`config.mk`:
```
export PLATFORM = sky130hd
export DESIGN_NAME = trigger_activity_monitor
export DESIGN_NICKNAME = d
export VERILOG_FILES = /design/src/rtl/trigger_activity_monitor.sv
export SDC_FILE = /design/constraint.sdc
export NUM_CORES = 2
export LEC_CHECK = 0
export CORE_UTILIZATION = 55
export CTS_CLUSTER_SIZE = 40
export DETAILED_ROUTE_END_ITERATION = 8
export PLACE_DENSITY = 0.8
export SLEW_MARGIN = 25
export SYNTH_ARGS = -nofsm -noshare
export SYNTH_HDL_FRONTEND = slang
export SYNTH_SLANG_ARGS = --single-unit
```
`constraint.sdc`:
```
create_clock -name clk -period 70.4 [get_ports clk]
set_input_delay 14.08 -clock clk [delete_from_list [all_inputs] [get_ports clk]]
set_output_delay 14.08 -clock clk [all_outputs]
set_load 0.05 [all_outputs]
```
`src/rtl/trigger_activity_monitor.sv`:
```
// trigger_activity_monitor
// Per-channel rising-edge rate counter for the LVDS trigger inputs. Edges are
// counted over a fixed gate window and the totals are snapshotted into read
// registers that the management subsystem can fetch through a simple read port.
// Optional build macro: TRIG_ACTIVITY_STRETCH_EN adds a per-channel retriggerable
// stretch of the activity flag (front-panel LED blink).

module trigger_activity_monitor #(
    parameter int NUM_CH      = 12,
    parameter int CNT_WIDTH   = 32,
    parameter int GATE_CYCLES = 250000000
) (
    input  logic                 clk,
    input  logic                 rst,
    input  logic [NUM_CH-1:0]    trig_in,
    input  logic                 rd_en,
    input  logic [3:0]           rd_addr,
    output logic                 rd_valid,
    output logic [CNT_WIDTH-1:0] rd_data,
    output logic                 gate_done,
    output logic                 snap_valid,
    output logic [NUM_CH-1:0]    activity
);

    localparam int                   GATE_W    = $clog2(GATE_CYCLES);
    localparam logic [GATE_W-1:0]    GATE_LAST = GATE_W'(GATE_CYCLES - 1);
    localparam logic [CNT_WIDTH-1:0] CNT_MAX   = '1;

    logic [NUM_CH-1:0]    sync_meta_q, sync_meta_d;
    logic [NUM_CH-1:0]    sync_q, sync_d;
    logic [NUM_CH-1:0]    sync_dly_q, sync_dly_d;
    logic [NUM_CH-1:0]    edge_det;

    logic [CNT_WIDTH-1:0] live_q [NUM_CH];
    logic [CNT_WIDTH-1:0] live_d [NUM_CH];
    logic [CNT_WIDTH-1:0] live_inc [NUM_CH];
    logic [CNT_WIDTH-1:0] snap_q [NUM_CH];
    logic [CNT_WIDTH-1:0] snap_d [NUM_CH];
    logic [NUM_CH-1:0]    snap_nz_q, snap_nz_d;

    logic [GATE_W-1:0]    gate_cnt_q, gate_cnt_d;
    logic                 tc;
    logic                 gate_done_q, gate_done_d;
    logic                 snap_valid_q, snap_valid_d;

    logic                 rd_valid_q, rd_valid_d;
    logic [CNT_WIDTH-1:0] rd_data_q, rd_data_d;

    // Two-flop synchronizer plus a delayed copy feeding the rising-edge detector.
    always_comb begin
        sync_meta_d = trig_in;
        sync_d      = sync_meta_q;
        sync_dly_d  = sync_q;
        edge_det    = sync_q & ~sync_dly_q;
    end

    // Synchronizer register bank.
    always_ff @(posedge clk or posedge rst) begin
        if (rst) begin
            sync_meta_q <= '0;
            sync_q      <= '0;
            sync_dly_q  <= '0;
        end else begin
            sync_meta_q <= sync_meta_d;
            sync_q      <= sync_d;
            sync_dly_q  <= sync_dly_d;
        end
    end

    // Gate timing and saturating counters; an edge on the terminal cycle still belongs to the ending window.
    always_comb begin
        tc           = (gate_cnt_q == GATE_LAST);
        gate_cnt_d   = tc ? '0 : gate_cnt_q + GATE_W'(1);
        gate_done_d  = tc;
        snap_valid_d = snap_valid_q | tc;
        snap_nz_d    = snap_nz_q;
        for (int i = 0; i < NUM_CH; i++) begin
            live_inc[i] = (edge_det[i] && (live_q[i] != CNT_MAX)) ?
                          live_q[i] + CNT_WIDTH'(1) : live_q[i];
            live_d[i]   = tc ? '0 : live_inc[i];
            snap_d[i]   = tc ? live_inc[i] : snap_q[i];
            if (tc) begin
                snap_nz_d[i] = (live_inc[i] != '0);
            end
        end
    end

    // Gate, live-count and snapshot registers.
    always_ff @(posedge clk or posedge rst) begin
        if (rst) begin
            gate_cnt_q   <= '0;
            gate_done_q  <= 1'b0;
            snap_valid_q <= 1'b0;
            snap_nz_q    <= '0;
            for (int i = 0; i < NUM_CH; i++) begin
                live_q[i] <= '0;
                snap_q[i] <= '0;
            end
        end else begin
            gate_cnt_q   <= gate_cnt_d;
            gate_done_q  <= gate_done_d;
            snap_valid_q <= snap_valid_d;
            snap_nz_q    <= snap_nz_d;
            for (int i = 0; i < NUM_CH; i++) begin
                live_q[i] <= live_d[i];
                snap_q[i] <= snap_d[i];
            end
        end
    end

    // Read mux; it samples the snapshot before any same-edge update and returns zero for unmapped addresses.
    always_comb begin
        rd_valid_d = rd_en;
        rd_data_d  = rd_data_q;
        if (rd_en) begin
            rd_data_d = '0;
            for (int i = 0; i < NUM_CH; i++) begin
                if (rd_addr == 4'(i)) begin
                    rd_data_d = snap_q[i];
                end
            end
        end
    end

    // Read response registers; rd_data holds between reads.
    always_ff @(posedge clk or posedge rst) begin
        if (rst) begin
            rd_valid_q <= 1'b0;
            rd_data_q  <= '0;
        end else begin
            rd_valid_q <= rd_valid_d;
            rd_data_q  <= rd_data_d;
        end
    end

`ifdef TRIG_ACTIVITY_STRETCH_EN
    logic [21:0] stretch_q [NUM_CH];
    logic [21:0] stretch_d [NUM_CH];

    // Retriggerable down-counters that keep the activity flag lit for about 2^22 cycles after each edge.
    always_comb begin
        for (int i = 0; i < NUM_CH; i++) begin
            if (edge_det[i]) begin
                stretch_d[i] = '1;
            end else if (stretch_q[i] != '0) begin
                stretch_d[i] = stretch_q[i] - 22'd1;
            end else begin
                stretch_d[i] = '0;
            end
        end
    end

    // Stretch counter registers.
    always_ff @(posedge clk or posedge rst) begin
        if (rst) begin
            for (int i = 0; i < NUM_CH; i++) begin
                stretch_q[i] <= '0;
            end
        end else begin
            for (int i = 0; i < NUM_CH; i++) begin
                stretch_q[i] <= stretch_d[i];
            end
        end
    end

    // Activity combines the last snapshot status with the LED stretch.
    always_comb begin
        activity = snap_nz_q;
        for (int i = 0; i < NUM_CH; i++) begin
            if (stretch_q[i] != '0) begin
                activity[i] = 1'b1;
            end
        end
    end
`else
    assign activity = snap_nz_q;
`endif

    assign rd_valid   = rd_valid_q;
    assign rd_data    = rd_data_q;
    assign gate_done  = gate_done_q;
    assign snap_valid = snap_valid_q;

endmodule

```
==> results.json <==
{
  "port-buffer-count": 65,
  "arrival_ns": 18.92,
  "htree_num_levels": 3,
  "final_max_slew_viol_count": 0,
  "rr_startpoint": "gate_cnt_q[7]$_DFF_PP0_",
  "path_class": "in2async",
  "ys_async_sr_fraction_pct": 100.0,
  "ys_seq_elements": 879,
  "postPlaceCellArea_um2": 44790,
  "cts_setup_buffers": 0,
  "yosys.area.top_type": "dfrtp_1",
  "setup-violations-final": 0,
  "fin_setup_tns_ns": 0,
  "clk-insertion-delay-late_ns": 0.65,
  "areaGrowthSynthToFinish_pct": 10.42,
  "yosys-top-cells-area": "dfrtp_1 50%, nor2_1 5.6%, nand2_1 5.5%, o21ai_0 5.4%, xor2_1 4.1%",
  "hold_buffers": 0,
  "gr-usage-met1_pct": 47.07,
  "routabilityCongestion": 0.9652,
  "met3_usage_pct": 6.921,
  "fin_ws_ns": 52.18,
  "crit_end": "live_q[82]$_DFF_PP0_",
  "cts_root_buf": "clkbuf_16",
  "synth_cell_types": 93,
  "status": "completed",
  "cts_resized": 0,
  "seq_area_frac_synth_pct": 50.47,
  "synth-edff-count": 0,
  "finalCritPeriodShare_pct": 25.87,
  "drt_wl_total_um": 124500,
  "ys_warn_count": 0,
  "dieArea_um2": 80380,
  "clockBufferDepth": 3,
  "start_util_pct": 55.89,
  "viasPerCell": 6.216,
  "grt.total_usage_pct": 30.88,
  "finClkSkew_ns": 0.03198,
  "die_w_um": 283.5,
  "synth_top_area_share_pct": 50.47,
  "use_met2_pct": 44.25,
  "die_h_um": 283.5,
  "core_um2": 77980,
  "vias": 35880,
  "grt_max_degree": 243,
  "row_count": 102,
  "worstRegToRegCells": 8,
  "tightest_slew_ns": 1.011,
  "synth_most_common_cell": "dfrtp_1",
  "fin_area_um2": 48120,
  "antenna_found_initial": 1,
  "ant_nets": 0,
  "slew_headroom_pct": 32.34,
  "overflow": 0,
  "path_clk_slew_ns": 0.06,
  "p_per_area_nw_per_um2": 25.17,
  "cap_violations": 0,
  "p_leak_nw": 20.76,
  "timing.fmax_mhz": 54.90,
  "fill_cells": 6338,
  "critPathLaunchType": "primary input",
  "rsz0062_at_grt": "no",
  "crit_start": "rst",
  "io_pins": 66,
  "timing.rr.end": "activity[4]$_DFFE_PP0P_",
  "cts_made_buffers": 91,
  "routedWlPerCell_um": 21.56,
  "cp.required_ns": 71.10,
  "grt_pass1_vias": 33240,
  "syn_avg_cell_area_um2": 9.197,
  "finalHoldViolCount": 0,
  "drt_iter0_markers": 4763,
  "hp-class": "reg2reg",
  "drc_errors": 0,
  "endpoint_kind": "asynchronous set/reset pin",
  "syn_nets": 4771,
  "drive_above_1_share_pct": 5.876,
  "cts_tree": "built",
  "synth_ff_type": "dfrtp_1",
  "drtPass1Iterations": 7,
  "cts_sinks": 879,
  "nNetsFinal": 4688,
  "crit_fanout": 163,
  "finalCriticalPeriod_ns": 18.22,
  "irDropWorstVdd_mv": 0.02100,
  "top_usage_layer": "met1",
  "grt_pass1_wl_um": 195200,
  "detailed_place_hpwl_um": 89290,
  "synth_commonest_cells": "879 x dfrtp_1, 653 x nor2_1, 642 x nand2_1, 468 x o21ai_0, 251 x clkbuf_1",
  "ff2ff_setup_slack_ns": 65.48,
  "syn_inst": 4739,
  "netlist_area_um2": 43580,
  "place_ws_ns": 50.59
}
power by group:
| group | switching, W | total [W] | internal [W] |
|---|---|---|---|
| Sequential | 0.0000328 | 0.000559 | 0.000526 |
| Clock | 0.000214 | 0.000524 | 0.000309 |
| Combinational | 0.0000801 | 0.000128 | 0.0000482 |
| Total | 0.000327 | 0.00121 | 0.000884 |
layer usage:
metal	wire length (um)	share of wire, %	vias up
li1	-	-	16550
met1	56110	45	17690
met2	53080	43	1462
met3	12060	9.7	176
met4	3206	2.6	2
met5	7	0.0056	-
layout make-up:
class,instances,area (um^2),share of cell area (%)
Antenna cell,1,2.502,0.005200
Clock buffer,111,2474,5.140
Clock inverter,57,794.5,1.651
Inverter,47,191.4,0.3978
Multi-Input combinational cell,3539,20400,42.39
Sequential cell,879,22000,45.71
Tap cell,1040,1301,2.704
Timing Repair Buffer,98,963.4,2.002
how the worst min path moves through the flow:
stage	start	slack (ns)	depth (start not counted)	to
after global routing	sync_d[6]$_DFF_PP0_	0.36	0	sync_dly_d[6]$_DFF_PP0_
after detailed placement	sync_d[4]$_DFF_PP0_	0.34	0	sync_dly_d[4]$_DFF_PP0_
after CTS	sync_d[0]$_DFF_PP0_	0.35	0	sync_dly_d[0]$_DFF_PP0_
after global placement	sync_d[0]$_DFF_PP0_	0.33	0	sync_dly_d[0]$_DFF_PP0_
final	sync_d[7]$_DFF_PP0_	0.35	0	sync_dly_d[7]$_DFF_PP0_
after floorplan	sync_d[0]$_DFF_PP0_	0.33	0	sync_dly_d[0]$_DFF_PP0_
through the flow:
stage	power [W]	utilization, %	std cells	hold slack (ns)
2_1_floorplan	0.0006535	-	4739	0.3312
3_3_place_gp	0.0006886	57.43	5601	0.3313
3_5_place_dp	0.0006926	57.43	5601	0.3370
4_1_cts	0.001216	61.63	5769	0.3502
5_1_grt	0.001257	61.71	5771	0.3607
6_report	0.001211	61.71	5772	0.3477
logic make-up (layout without fill, tap and decap cells):
group / after synthesis / after routing / synth area share, %
and+or+nand+nor: 2167 / 2167 / 23.97
DFF: 879 / 879 / 50.47
AOI/OAI and AO/OA: 871 / 871 / 12.19
xor gates and xnor gates: 399 / 399 / 8.018
buffers and inverters: 321 / 313 / 2.865
muxes: 89 / 89 / 2.119
adders and majority gates: 13 / 13 / 0.3732
other: 0 / 1 / 0
registers in the layout, summed over array words and instances, names as in the netlist, 12 cells and up:
register,count
live_q,384
snap_q,384
rd_data,32
gate_cnt_q,28
activity,12
sync_d,12
sync_dly_d,12
sync_dly_q,12
cell usage in the layout, fill, tap and decap left out, types with 27 or more instances in the layout:
cell type	netlist	routed
dfrtp_1	879	879
nor2_1	653	653
nand2_1	642	642
o21ai_0	468	468
xor2_1	202	202
xnor2_1	197	197
nand4_1	180	180
nand3_1	176	176
a21oi_1	96	96
clkbuf_16	0	92
and3_1	86	86
mux2i_1	72	72
nor3_1	69	69
clkdlybuf4s50_1	0	62
and4_1	59	59
nor4_1	61	59
and2_1	45	45
inv_1	46	44
a211oi_1	40	40
a31oi_1	37	37
or2_2	27	27
worst max-delay path, stage by stage:
cell and delay [ns]:
clkdlybuf4s50_1 0.49, inv_8 0.53, buf_4 0.80, buf_12 0.64, buf_4 0.72, buf_6 0.63, buf_6 0.65
Power figures use the tool's default switching activity.
